<file path="config.mk">
export PLATFORM = sky130hd
export DESIGN_NAME = vga_scan_flat
export DESIGN_NICKNAME = d
export VERILOG_FILES = /design/src/rtl/vga_pkg.sv /design/src/rtl/vga_scan_if.sv /design/src/rtl/vga_axis.sv /design/src/rtl/vga_scan.sv /design/src/flat_wrapper.sv
export SDC_FILE = /design/constraint.sdc
export NUM_CORES = 1
export LEC_CHECK = 0
export ABC_AREA = 1
export BUFFER_PORTS_ARGS = -buffer_cell sky130_fd_sc_hd__buf_2
export CORE_MARGIN = 1
export CORE_UTILIZATION = 37
export CTS_CLUSTER_SIZE = 24
export DETAILED_ROUTE_END_ITERATION = 8
export PLACE_DENSITY = 0.69
export SYNTH_ARGS = -nofsm -noshare
export SYNTH_HDL_FRONTEND = slang
export SYNTH_SLANG_ARGS = --single-unit
</file>
<file path="constraint.sdc">
create_clock -name clock -period 2.1 [get_ports clock]
set_input_delay 0.105 -clock clock [delete_from_list [all_inputs] [get_ports clock]]
set_output_delay 0.105 -clock clock [all_outputs]
set_load 0.005 [all_outputs]
</file>
<file path="src/rtl/vga_pkg.sv">
// Shared timing constants and types for the VGA scan generator.
package vga_pkg;

    // Default 640x480@60 timing, counted in pixels (horizontal) and lines (vertical)
    localparam int unsigned H_VISIBLE_DEF = 640;
    localparam int unsigned H_FRONT_DEF   = 16;
    localparam int unsigned H_SYNC_DEF    = 96;
    localparam int unsigned H_BACK_DEF    = 48;
    localparam int unsigned H_TOTAL_DEF   = H_VISIBLE_DEF + H_FRONT_DEF + H_SYNC_DEF + H_BACK_DEF;

    localparam int unsigned V_VISIBLE_DEF = 480;
    localparam int unsigned V_FRONT_DEF   = 10;
    localparam int unsigned V_SYNC_DEF    = 2;
    localparam int unsigned V_BACK_DEF    = 33;
    localparam int unsigned V_TOTAL_DEF   = V_VISIBLE_DEF + V_FRONT_DEF + V_SYNC_DEF + V_BACK_DEF;

    // All scan counters are 10-bit unsigned
    localparam int unsigned CNT_W = 10;
    typedef logic [CNT_W-1:0] count_t;

    // Phase of one scan axis
    typedef enum logic [1:0] {
        VISIBLE = 2'd0,
        FRONT   = 2'd1,
        SYNC    = 2'd2,
        BACK    = 2'd3
    } phase_e;

endpackage

</file>
<file path="src/rtl/vga_scan_if.sv">
// Pixel request / DAC bundle between the scan generator and its neighbours.
interface vga_scan_if;
    import vga_pkg::*;

    logic [23:0] rgb_in;
    count_t      next_x;
    count_t      next_y;
    logic [7:0]  vga_r;
    logic [7:0]  vga_g;
    logic [7:0]  vga_b;
    logic        vga_hs;
    logic        vga_vs;
    logic        vga_blank_n;
    logic        vga_clk;
    logic        frame_tick;

    // Scan generator side
    modport master (
        input  rgb_in,
        output next_x, next_y, vga_r, vga_g, vga_b,
        output vga_hs, vga_vs, vga_blank_n, vga_clk, frame_tick
    );

    // Object logic / DAC side
    modport slave (
        output rgb_in,
        input  next_x, next_y, vga_r, vga_g, vga_b,
        input  vga_hs, vga_vs, vga_blank_n, vga_clk, frame_tick
    );

endinterface

</file>
<file path="src/rtl/vga_axis.sv">
// One scan axis: wrapping counter plus VISIBLE/FRONT/SYNC/BACK phase FSM.
module vga_axis
    import vga_pkg::*;
#(
    parameter int unsigned VISIBLE_LEN = H_VISIBLE_DEF,
    parameter int unsigned FRONT_LEN   = H_FRONT_DEF,
    parameter int unsigned SYNC_LEN    = H_SYNC_DEF,
    parameter int unsigned BACK_LEN    = H_BACK_DEF
) (
    input  logic   clock,
    input  logic   reset,
    input  logic   en,
    output count_t count,
    output phase_e phase,
    output logic   wrap
);

    // Last count value of each phase; the FSM moves on when leaving it
    localparam count_t LAST_VISIBLE = count_t'(VISIBLE_LEN - 1);
    localparam count_t LAST_FRONT   = count_t'(VISIBLE_LEN + FRONT_LEN - 1);
    localparam count_t LAST_SYNC    = count_t'(VISIBLE_LEN + FRONT_LEN + SYNC_LEN - 1);
    localparam count_t LAST_TOTAL   = count_t'(VISIBLE_LEN + FRONT_LEN + SYNC_LEN + BACK_LEN - 1);

    count_t count_q, count_d;
    phase_e phase_q, phase_d;

    // Next count and phase; both advance only on enabled cycles
    always_comb begin
        count_d = count_q;
        phase_d = phase_q;
        wrap    = en && (count_q == LAST_TOTAL);
        if (en) begin
            if (count_q == LAST_TOTAL) count_d = '0;
            else                       count_d = count_q + count_t'(1);
            case (phase_q)
                VISIBLE: if (count_q == LAST_VISIBLE) phase_d = FRONT;
                FRONT:   if (count_q == LAST_FRONT)   phase_d = SYNC;
                SYNC:    if (count_q == LAST_SYNC)    phase_d = BACK;
                BACK:    if (count_q == LAST_TOTAL)   phase_d = VISIBLE;
                default:                              phase_d = VISIBLE;
            endcase
        end
    end

    // Counter and phase state registers
    always_ff @(posedge clock or negedge reset) begin
        if (!reset) begin
            count_q <= '0;
            phase_q <= VISIBLE;
        end else begin
            count_q <= count_d;
            phase_q <= phase_d;
        end
    end

    assign count = count_q;
    assign phase = phase_q;

endmodule

</file>
<file path="src/rtl/vga_scan.sv">
// VGA raster scan generator: pixel-rate counters, sync/blank and one-pixel colour pipeline.
module vga_scan
    import vga_pkg::*;
#(
    parameter int unsigned H_VISIBLE = H_VISIBLE_DEF,
    parameter int unsigned H_FRONT   = H_FRONT_DEF,
    parameter int unsigned H_SYNC    = H_SYNC_DEF,
    parameter int unsigned H_BACK    = H_BACK_DEF,
    parameter int unsigned V_VISIBLE = V_VISIBLE_DEF,
    parameter int unsigned V_FRONT   = V_FRONT_DEF,
    parameter int unsigned V_SYNC    = V_SYNC_DEF,
    parameter int unsigned V_BACK    = V_BACK_DEF
) (
    input  logic       clock,
    input  logic       reset,
    vga_scan_if.master vif
);

    logic   pix_en_q, pix_en_d;
    count_t h_count, v_count;
    phase_e h_phase, v_phase;
    logic   h_wrap, v_wrap, v_en;
    logic   both_visible;

    logic [7:0] vga_r_q, vga_r_d;
    logic [7:0] vga_g_q, vga_g_d;
    logic [7:0] vga_b_q, vga_b_d;
    logic       vga_blank_n_q, vga_blank_n_d;
    logic       vga_hs_q, vga_hs_d;
    logic       vga_vs_q, vga_vs_d;
    logic       frame_tick_q, frame_tick_d;

    vga_axis #(
        .VISIBLE_LEN (H_VISIBLE),
        .FRONT_LEN   (H_FRONT),
        .SYNC_LEN    (H_SYNC),
        .BACK_LEN    (H_BACK)
    ) u_h_axis (
        .clock (clock),
        .reset (reset),
        .en    (pix_en_q),
        .count (h_count),
        .phase (h_phase),
        .wrap  (h_wrap)
    );

    // Lines advance once per completed line, still only on a pixel edge
    assign v_en = h_wrap & pix_en_q;

    vga_axis #(
        .VISIBLE_LEN (V_VISIBLE),
        .FRONT_LEN   (V_FRONT),
        .SYNC_LEN    (V_SYNC),
        .BACK_LEN    (V_BACK)
    ) u_v_axis (
        .clock (clock),
        .reset (reset),
        .en    (v_en),
        .count (v_count),
        .phase (v_phase),
        .wrap  (v_wrap)
    );

    // Pixel enable divider and next values of the registered DAC outputs
    always_comb begin
        pix_en_d      = ~pix_en_q;
        both_visible  = (h_phase == VISIBLE) && (v_phase == VISIBLE);
        vga_r_d       = vga_r_q;
        vga_g_d       = vga_g_q;
        vga_b_d       = vga_b_q;
        vga_blank_n_d = vga_blank_n_q;
        vga_hs_d      = vga_hs_q;
        vga_vs_d      = vga_vs_q;
        // v_wrap already implies h_wrap and pix_en, so this is a single-clock pulse
        frame_tick_d  = v_wrap;
        if (pix_en_q) begin
            vga_r_d       = both_visible ? vif.rgb_in[23:16] : 8'h00;
            vga_g_d       = both_visible ? vif.rgb_in[15:8]  : 8'h00;
            vga_b_d       = both_visible ? vif.rgb_in[7:0]   : 8'h00;
            vga_blank_n_d = both_visible;
            vga_hs_d      = (h_phase != SYNC);
            vga_vs_d      = (v_phase != SYNC);
        end
    end

    // Output and divider registers
    always_ff @(posedge clock or negedge reset) begin
        if (!reset) begin
            pix_en_q      <= 1'b0;
            vga_r_q       <= 8'h00;
            vga_g_q       <= 8'h00;
            vga_b_q       <= 8'h00;
            vga_blank_n_q <= 1'b0;
            vga_hs_q      <= 1'b1;
            vga_vs_q      <= 1'b1;
            frame_tick_q  <= 1'b0;
        end else begin
            pix_en_q      <= pix_en_d;
            vga_r_q       <= vga_r_d;
            vga_g_q       <= vga_g_d;
            vga_b_q       <= vga_b_d;
            vga_blank_n_q <= vga_blank_n_d;
            vga_hs_q      <= vga_hs_d;
            vga_vs_q      <= vga_vs_d;
            frame_tick_q  <= frame_tick_d;
        end
    end

    // Coordinates requested from the object logic; zero outside the visible area
    assign vif.next_x      = (h_phase == VISIBLE) ? h_count : '0;
    assign vif.next_y      = (v_phase == VISIBLE) ? v_count : '0;
    assign vif.vga_r       = vga_r_q;
    assign vif.vga_g       = vga_g_q;
    assign vif.vga_b       = vga_b_q;
    assign vif.vga_blank_n = vga_blank_n_q;
    assign vif.vga_hs      = vga_hs_q;
    assign vif.vga_vs      = vga_vs_q;
    assign vif.vga_clk     = pix_en_q;
    assign vif.frame_tick  = frame_tick_q;

endmodule

</file>
<file path="src/flat_wrapper.sv">
// flat-port wrapper written by rule: the top's interface ports become plain ports
module vga_scan_flat import vga_pkg::*;
#(
    parameter int unsigned H_VISIBLE = H_VISIBLE_DEF,
    parameter int unsigned H_FRONT   = H_FRONT_DEF,
    parameter int unsigned H_SYNC    = H_SYNC_DEF,
    parameter int unsigned H_BACK    = H_BACK_DEF,
    parameter int unsigned V_VISIBLE = V_VISIBLE_DEF,
    parameter int unsigned V_FRONT   = V_FRONT_DEF,
    parameter int unsigned V_SYNC    = V_SYNC_DEF,
    parameter int unsigned V_BACK    = V_BACK_DEF
)
  (clock, reset, vif_rgb_in, vif_next_x, vif_next_y, vif_vga_r, vif_vga_g, vif_vga_b, vif_vga_hs, vif_vga_vs, vif_vga_blank_n, vif_vga_clk, vif_frame_tick);
  vga_scan_if vif_i ();
  input  logic clock;
  input  logic reset;
  input wire logic [$bits(vif_i.rgb_in)-1:0] vif_rgb_in;
  output wire logic [$bits(vif_i.next_x)-1:0] vif_next_x;
  output wire logic [$bits(vif_i.next_y)-1:0] vif_next_y;
  output wire logic [$bits(vif_i.vga_r)-1:0] vif_vga_r;
  output wire logic [$bits(vif_i.vga_g)-1:0] vif_vga_g;
  output wire logic [$bits(vif_i.vga_b)-1:0] vif_vga_b;
  output wire logic [$bits(vif_i.vga_hs)-1:0] vif_vga_hs;
  output wire logic [$bits(vif_i.vga_vs)-1:0] vif_vga_vs;
  output wire logic [$bits(vif_i.vga_blank_n)-1:0] vif_vga_blank_n;
  output wire logic [$bits(vif_i.vga_clk)-1:0] vif_vga_clk;
  output wire logic [$bits(vif_i.frame_tick)-1:0] vif_frame_tick;
  assign vif_i.rgb_in = vif_rgb_in;
  assign vif_next_x = vif_i.next_x;
  assign vif_next_y = vif_i.next_y;
  assign vif_vga_r = vif_i.vga_r;
  assign vif_vga_g = vif_i.vga_g;
  assign vif_vga_b = vif_i.vga_b;
  assign vif_vga_hs = vif_i.vga_hs;
  assign vif_vga_vs = vif_i.vga_vs;
  assign vif_vga_blank_n = vif_i.vga_blank_n;
  assign vif_vga_clk = vif_i.vga_clk;
  assign vif_frame_tick = vif_i.frame_tick;
  vga_scan #(.H_VISIBLE(H_VISIBLE), .H_FRONT(H_FRONT), .H_SYNC(H_SYNC), .H_BACK(H_BACK), .V_VISIBLE(V_VISIBLE), .V_FRONT(V_FRONT), .V_SYNC(V_SYNC), .V_BACK(V_BACK)) u_core (.clock(clock), .reset(reset), .vif(vif_i));
endmodule
</file>
Yosys cells after proc, flatten, opt, wreduce, memory -nomap -nowiden --
Index checks and enable logic that the tools add are counted.
Cells by class: add/subtract/negate cells 2, multiply operators 0, div/mod/pow operators 0, order comparisons 0, equal/unequal tests 24, shift-type cells 0, mux-type cells 17, bitwise operators 2, reduce and logical (&&, ||, !) cells 7
Operators with widths (number):
- equality test 10 bit, second input constant | 5
- two-way mux 10 bit | 4
- equality test 10 x 9 -> 1 bit, second input constant | 3
- two-way mux 8 bit | 3
- adder 10 x 1 -> 10 bit, second input constant | 2
- inequality test 2 bit, second input constant | 10
- two-way mux 2 bit | 8
- case mux 2 bit (4 select lines) | 2
- AND reduction 5 bit | 2
- equality test 2 bit, second input constant | 4
- equality test 2 x 1 -> 1 bit, second input constant | 2
- zero test 2 bit | 2
- logical AND 1 bit | 3
- bitwise AND 1 bit | 1
- inverter 1 bit | 1
Storage, ports and cells: bits in registers 53, latch bits 0, RAM bits 0, ROM bits 0, output and inout bits 49, logic and storage cells 64, memories 0

Depth between registers and ports, before layout --
Gate-level depths: netlist of the first run.
depth in word-level cells 4, depth in mapped cells 11

Modules after synthesis --
Synthesis of the first run repeated with hierarchy kept, for this count alone.
Second synthesis, totals: cell total of the unflattened synthesis 375, area, all modules 2985.4 um2
By module, submodules not included:
- vga_scan | instances 1, cells an instance 166, area an instance 1352.5 um2, seq. area each 728.2 um2
- vga_axis (u_core.u_v_axis) | instances 1, cells an instance 107, area an instance 837.1 um2, seq. area each 300.3 um2
- vga_axis (u_core.u_h_axis) | instances 1, cells an instance 102, area an instance 795.8 um2, seq. area each 300.3 um2

Worst setup path before layout of the first run --
Ideal clock, no wire load.
path type register to register, start point register u_core.u_h_axis.count_q[0] (netlist: u_core.u_h_axis.count[0]), end point register u_core.u_v_axis.count_q[2] (netlist: u_core.u_v_axis.count[2]), library setup time 0.119 ns, arrival time 1.383 ns, path slack 0.598 ns, stages on the path, launching flop included 10, cells stage by stage dfrtp_1 -> ha_1 -> nand2_2 -> nor2_4 -> nand2_2 -> inv_1 -> nand2_4 -> or2_4 -> nand2_1 -> nor2_1
On the way: word-level cells in the longest chain between the ends 3
RTL lines:
- start, declared | RTL line vga_axis.sv:24 | count_t count_q, count_d;
- start signal, assigned | RTL line vga_axis.sv:51 | count_q <= count_d;
- equality test 10 bit | RTL line vga_axis.sv:31 | wrap = en && (count_q == LAST_TOTAL);
- logical AND 1 bit | RTL line vga_axis.sv:31
- bitwise AND 1 bit | RTL line vga_scan.sv:48 | assign v_en = h_wrap & pix_en_q;
- end signal, assigned | RTL line vga_axis.sv:51
- end, declared | RTL line vga_axis.sv:24
Every way passes these cells. A chain may end at the register's enable or synchronous reset.

Worst setup path in the final report of the first run --
start point register u_core.u_h_axis.phase_q[0] (netlist: u_core.u_h_axis.phase[0]), end point register u_core.u_h_axis.phase_q[1] (netlist: u_core.u_h_axis.phase[1])
On the way: word-level cells in the longest chain between the ends 3, elaborated cells between the ends (all ways) 10
RTL lines:
- start, declared | RTL line vga_axis.sv:25 | phase_e phase_q, phase_d;
- start signal, assigned | RTL line vga_axis.sv:52 | phase_q <= phase_d;
- equality test 2 bit, or another cell as far along | RTL line vga_axis.sv:35 | case (phase_q)
- inequality test 2 bit (no source line)
- AND reduction 5 bit (no source line)
Several ways; a longest one is shown, not always the timed one.

==> results of run 1 <==
-- power breakdown --
group	internal (uW)	total [uW]	switching [uW]
clock	238	602	365
combinational	42.5	87.9	45.4
sequential	1040	1060	12.7
total	1320	1750	423
-- through the flow --
step | instance area, um2 | hold slack (ns) | power [uW] | cells
finish | 3420 | 0.0251 | 1750 | 552
global placement | 3320 | 0.270 | 1160 | 543
CTS | 3420 | 0.0176 | 1770 | 552
detailed placement | 3320 | 0.277 | 1170 | 543
global route | 3420 | 0.0176 | 1830 | 552
floorplan | 2880 | -0.191 | 1090 | 379
-- path summary, 6_finish.rpt --
check	from	end	slack [ns]	cells after the start
worst max-delay path	u_core.u_h_axis.phase[0]	u_core.u_h_axis.phase[1]	0.31	7
worst min-delay path	vif_rgb_in[8]	u_core.vif.vga_g[0]	0.03	3
worst max register to register	u_core.u_h_axis.phase[0]	u_core.u_h_axis.phase[1]	0.31	7
worst min register to register	u_core.vif.vga_r[1]	u_core.vif.vga_r[1]	0.49	2
max in group asynchronous	reset	u_core.vif.vga_r[1]	1.21	3
min in group asynchronous	reset	u_core.u_h_axis.phase[0]	0.45	3
-- state kept, by name, summed over array words and instances (netlist names) --
name,count
u_core.vif.vga_vs,1
u_core.vif.vga_hs,1
u_core.vif.frame_tick,1
u_core.vif.vga_g,8
u_core.u_h_axis.phase,2
u_core.vif.vga_r,8
u_core.u_v_axis.phase,2
u_core.u_h_axis.count,10
u_core.vif.vga_blank_n,1
u_core.vif.vga_clk,1
u_core.vif.vga_b,8
u_core.u_v_axis.count,10
-- layout make-up --
type                            count  area [um2]
Multi-Input combinational cell    236        1180
Tap cell                           99         124
Fill cell                         771        3950
Clock inverter                      3        21.3
Sequential cell                    53        1330
Timing Repair Buffer               77         395
Clock buffer                        5        68.8
Inverter                           79         302
-- synth_stat cells (all sizes together) --
master | count | share of area
nand4 | 8 | 0.017
o21bai | 1 | 0.0026
xnor2 | 1 | 0.0030
or2 | 3 | 0.0074
clkbuf | 8 | 0.011
nor3 | 4 | 0.0070
a21oi | 9 | 0.016
dfstp | 2 | 0.018
xor2 | 5 | 0.015
nor2 | 30 | 0.047
buf | 3 | 0.013
ha | 12 | 0.052
o21ai | 33 | 0.057
dfrtp | 51 | 0.44
nand2 | 109 | 0.15
inv | 79 | 0.10
nand3 | 21 | 0.038
-- placed cells by master, fill, tap and decap left out, drive strengths merged --
cell type    netlist  routed
clkbuf             8       5
xor2               5       5
nand3             21      21
xnor2              1       1
nand4              8       8
nor3               4       4
inv               79      80
clkinvlp           0       1
ha                12      12
o21ai             33      33
dfstp              2       2
buf                3      76
or2                3       3
o21bai             1       1
clkinv             0       1
nor2              30      30
nand2            109     109
dfrtp             51      51
dlygate4sd3        0       1
a21oi              9       9
-- timing repair --
action,in CTS,in global routing
hold buffers,1,0
endpoints found under the hold margin,51,0
gates resized for setup,0,0
-- layer usage --
| metal | up-vias | part of all wire | track usage | wire (um) |
|---|---|---|---|---|
| met1 | 1146 | 0.46 | 0.209 | 2800 |
| met5 | - | 0 | 0 | 0 |
| met4 | 0 | 0.010 | 0.0470 | 63 |
| met3 | 5 | 0.072 | 0.0457 | 439 |
| li1 | 1290 | - | - | - |
| met2 | 82 | 0.46 | 0.263 | 2780 |
-- worst min-delay path: stages --
cell and delay [ns]:
buf_2 0.09, inv_1 0.03, o21ai_0 0.07
-- cells by family after synthesis --
group | count (synthesis)
fa+ha+maj | 12
simple gates | 175
compound gates | 43
flops | 53
buf+inv | 90
xor+xnor | 6
==> reports/metrics.yaml, run 1 <==
status:
  outcome: "completed"
detailed_routing:
  wire_per_inst_um: 11.0
  route.detailed.drc: 0
  ant_nets: 0
  dr.pass1.iters: 5
  wirelength_um: 6080
  vias_per_cell: 4.57
  drt-initial-drc-count: 137
  vias: 2523
place:
  hpwl_um: 4400
  post-place-ws_ns: 0.354
  finalWeightedCongestion: 0.872
  io_buffers: 74
synth:
  synth_warnings: 0
  yosys.area_share.simple: 0.264
  yosysUniqueCellTypes: 27
  synth-adder-area-share: 0.0522
  synthXorXnorAreaFrac: 0.0183
  synth_compound_area_frac: 0.0756
  syn_inst: 379
  synthMuxAreaShare: 0
  ys_seq_area_frac: 0.462
  synth_top_family_by_area: "simple AND/OR/NAND/NOR gates"
  syn-num-nets: 417
  syn_avg_cell_area_um2: 7.60
  syn-cell-area_um2: 2880
  ys_ff_latch: 53
power_and_ir_drop:
  ir_worst_vdd_uv: 326
  p_per_area_nw_per_um2: 511
  leakagePower_uw: 0.00193
global_routing:
  track_usage: 0.162
  grt.overflow.total: 0
  grt_antenna_before_repair: 0
  grt_max_degree: 54
  grt_pass1_vias: 2453
  grt_pass1_wl_um: 10800
layout:
  area_growth_pct: 18.8
  drive_gt1_frac: 0.225
  n_antenna_cell: 0
  nNetsFinal: 490
  fin_util: 0.464
critical_path:
  cp-end-kind: "flop"
  slowest_delay_ns: 0.41
  slowest_stage: "dfrtp_1"
  criticalPathCategory: "reg -> reg"
  crit_arrival_ns: 2.00
  crit_chain: "inv_1, ha_1, or2_2, a21oi_1, nand3_1, nand2_1, nand2_1"
  worstPathRequired_ns: 2.31
  crit_buf_inv: 1
  startpoint_type: "flop"
  path_common_cell: "nand2_1"
  worstPathMaxFanout: 13
  crit_family: "simple AND/OR/NAND/NOR gates"
die:
  start_util: 0.391
  die_w_um: 90.2
  rows: 31
  pin_count: 75
  dieArea_um2: 8140
  die_h_um: 90.2
  core_um2: 7370
run:
  cap_violations: 0
timing:
  drv_slew: 0
  finalCritPeriodShare: 0.852
  period_needed_ns: 1.79
  max_freq_ghz: 0.559
  setup_viol: 0
  fin_skew_ns: 0.00723
  rsz0062_at_grt: "no"
  relSlewSlack: 0.410
  setup_tns_ns: 0
  tightest_slew_ns: 0.884
  worst_slack_ns: 0.311
  hold_viol: 0
clocking:
  cts_tree: "yes"
  clkTransAtPathRegs_ns: 0.10
  cts_setup_buffers: 0
  numCtsBuffers: 5
  clk_latency_ns: 0.31
  cts_htree_levels: 2
  cts.sinks: 53
  clockBufferDepth: 2
  clock-root-buffer: "clkbuf_8"
min_path:
  min_path_type: "in -> reg"
Power figures use the tool's default switching activity.
==> inputs of run 2 (changes only) <==
Settings changed: CORE_MARGIN 1 to not set, SYNTH_HIERARCHICAL set to 1.
==> reports/metrics.yaml, run 2 <==
status:
  outcome: "completed"
global_routing:
  track_usage: 0.166  # +0.00417
  grt_pass1_vias: 2469  # +0.65%
  grt.overflow.total: 0  # unchanged
  grt_pass1_wl_um: 11200  # +3.9%
  grt_antenna_before_repair: 0  # unchanged
  grt_max_degree: 41  # -24%
critical_path:
  slowest_stage: "dfrtp_1"
  slowest_delay_ns: 0.37  # -0.04 ns
  worstPathRequired_ns: 2.35  # +0.04 ns
  reg2reg_depth: 12  # +5
  crit_family: "simple AND/OR/NAND/NOR gates"
  path_depth: 12  # +5
  crit_chain: "ha_2, nand3_2, nor2_2, nand3_1, inv_2, nand2_1, inv_2, nand2_2, nor2_1, nand2_2, nor3_4, xor2_1"
  startpoint_type: "flop"
  crit_arrival_ns: 2.16  # +0.16 ns
  timing.rr.start: "u_core/u_h_axis/count[1]"
  worstReg2RegEnd: "u_core/u_v_axis/count[8]"
  crit_buf_inv: 2  # +1
  criticalPathCategory: "reg -> reg"
  worstPathMaxFanout: 5  # -8
  cp-end-kind: "flop"
  reg2reg_slack_ns: 0.18  # -0.13 ns
timing:
  setup_viol: 0  # unchanged
  drv_slew: 0  # unchanged
  setup_tns_ns: 0  # unchanged
  period_needed_ns: 1.92  # +0.127 ns
  max_freq_ghz: 0.522  # -6.6%
  whs_ns: 0.0303  # +0.00523 ns
  tightest_slew_ns: 0.634  # -0.249 ns
  finalCritPeriodShare: 0.912  # +0.0603
  hold_viol: 0  # unchanged
  rsz0062_at_grt: "no"
  relSlewSlack: 0.577  # +0.167
  fin_skew_ns: 0.00626  # -0.000977 ns
die:
  rows: 32  # +3.2%
  start_util: 0.384  # -0.00632
  core_um2: 7770  # +5.4%
  die_w_um: 91.8  # +1.8%
  dieArea_um2: 8430  # +3.6%
  die_h_um: 91.8  # +1.8%
  pin_count: 75  # unchanged
detailed_routing:
  route.detailed.drc: 0  # unchanged
  vias_per_cell: 4.80  # +4.9%
  vias: 2715  # +7.6%
  wirelength_um: 6960  # +14%
  dr.pass1.iters: 4  # -1
  wire_per_inst_um: 12.3  # +12%
  drt-initial-drc-count: 96  # -30%
  ant_nets: 0  # unchanged
synth:
  synth_warnings: 6  # +6
  ys_ff_latch: 53  # unchanged
  ys.flop_type: "dfrtp_1"
  syn-num-nets: 415  # -0.48%
  synth_most_common_cell: "nand2_1"
  synthTopCellsByCount: "nand2_1, inv_1, dfrtp_1, nor2_1, nand4_1"
  syn_inst: 375  # -1.1%
  yosys.area.top_type: "dfrtp_1"
  ys_seq_area_frac: 0.445  # -0.0164
  yosysUniqueCellTypes: 33  # +22%
  syn_avg_cell_area_um2: 7.96  # +4.8%
  async_reset_ff_frac: 1.00  # unchanged
  netlist.area_leader.share: 0.427  # -0.0158
  synthTopCellsByArea: "dfrtp_1, nand2_1, inv_1"
  syn-cell-area_um2: 2990  # +3.7%
  synth_edf_count: 0  # unchanged
place:
  finalWeightedCongestion: 0.878  # +0.73%
  placed_area_um2: 3490  # +5.1%
  dp_cells: 550  # +1.3%
  io_buffers: 74  # unchanged
  hpwl_um: 4930  # +12%
layout:
  area_growth_pct: 22.7
  layout_commonest_cell: "nand2_1"
  final_cell_mix: "nand2_1, buf_2, inv_1, dfrtp_1, nor2_1"
  fin_util: 0.472  # +0.00747
  nNetsFinal: 503  # +2.7%
  final_cells: 566  # +2.5%
  drive_gt1_frac: 0.295  # +0.0701
  fin_area_um2: 3660  # +7.1%
  n_antenna_cell: 0  # unchanged
min_path:
  min_path_type: "in -> reg"
  whs_endpoint: "u_core/vif.vga_g[0]"
  hold_depth: 3  # unchanged
  hp-start: "vif_rgb_in[8]"
clocking:
  clkTransAtPathRegs_ns: 0.11  # about the same
  numCtsBuffers: 5  # unchanged
  cts_tree: "yes"
  clockBufferDepth: 2  # unchanged
  cts_htree_levels: 2  # unchanged
  cts.sinks: 53  # unchanged
  clk_latency_ns: 0.31  # about the same
  clock-root-buffer: "clkbuf_8"
power_and_ir_drop:
  p_per_area_nw_per_um2: 483  # -5.4%
  ir_worst_vdd_uv: 251  # -23%
  leakagePower_uw: 0.00195  # +1.1%
run:
  cap_violations: 0  # unchanged
[run 2: what timing repair did]
action	in CTS	in global routing
buffers inserted	0	7
gates resized for setup	0	7
hold endpoints to repair	25	0
endpoints found under the setup margin	0	9
hold buffers	1	0
[run 2: how the worst max path moves through the flow]
| stage | slack, ns | from | to |
|---|---|---|---|
| final | 0.18 | u_core/u_h_axis/count[1] | u_core/u_v_axis/count[8] |
| after global routing | 0.01 | u_core/u_h_axis/count[1] | u_core/u_v_axis/count[8] |
| after CTS | 0.05 | u_core/u_h_axis/count[1] | u_core/u_v_axis/count[5] |
| after detailed placement | 0.06 | u_core/u_h_axis/count[1] | u_core/u_v_axis/count[5] |
| after global placement | 0.17 | u_core/u_h_axis/count[1] | u_core/u_v_axis/count[5] |
| after floorplan | 0.19 | u_core/u_h_axis/count[0] | u_core/u_v_axis/count[5] |
[run 2: where the power goes]
group / switching (uW) / total, uW / internal [uW]
Combinational: 50.7 / 99.4 / 48.7
Sequential: 11.3 / 1050 / 1040
Clock: 372 / 615 / 243
Total: 434 / 1770 / 1340
[run 2: routing by layer]
layer	global-route usage	wire length (um)	vias to the layer above
met5	0	0	-
met4	0.0612	169	0
met3	0.0299	307	13
met2	0.285	3240	90
met1	0.208	3240	1256
li1	-	-	1356
[run 2: layout make-up]
class                      count  area [um2]
fill                         808        4100
multi-input combinational    252        1370
sequential                    53        1330
timing repair buffer          92         520
inverter                      59         221
tap                          102         128
clock buffer                   5        68.8
clock inverter                 3        26.3
[run 2: kinds of logic after synthesis]
logic type      Yosys count  synth area share
simple gates            215             0.344
buf+inv                  70             0.101
flops                    53             0.445
compound gates           16            0.0306
fa+ha+maj                14            0.0587
xor+xnor                  7            0.0205
[run 2: worst register-to-register path, stage by stage (launching register included)]
cell and delay [ns]:
dfrtp_1 0.37, ha_2 0.19, nand3_2 0.09, nor2_2 0.13, nand3_1 0.11, inv_2 0.09
nand2_1 0.07, inv_2 0.14, nand2_2 0.09, nor2_1 0.12, nand2_2 0.11, nor3_4 0.20
xor2_1 0.16
[run 2: metrics by stage]
step / setup WS [ns] / total power [uW]
floorplan: 0.194 / 1100
global placement: 0.167 / 1170
detailed placement: 0.0575 / 1180
CTS: 0.0487 / 1800
global route: 0.0132 / 1850
finish: 0.185 / 1770
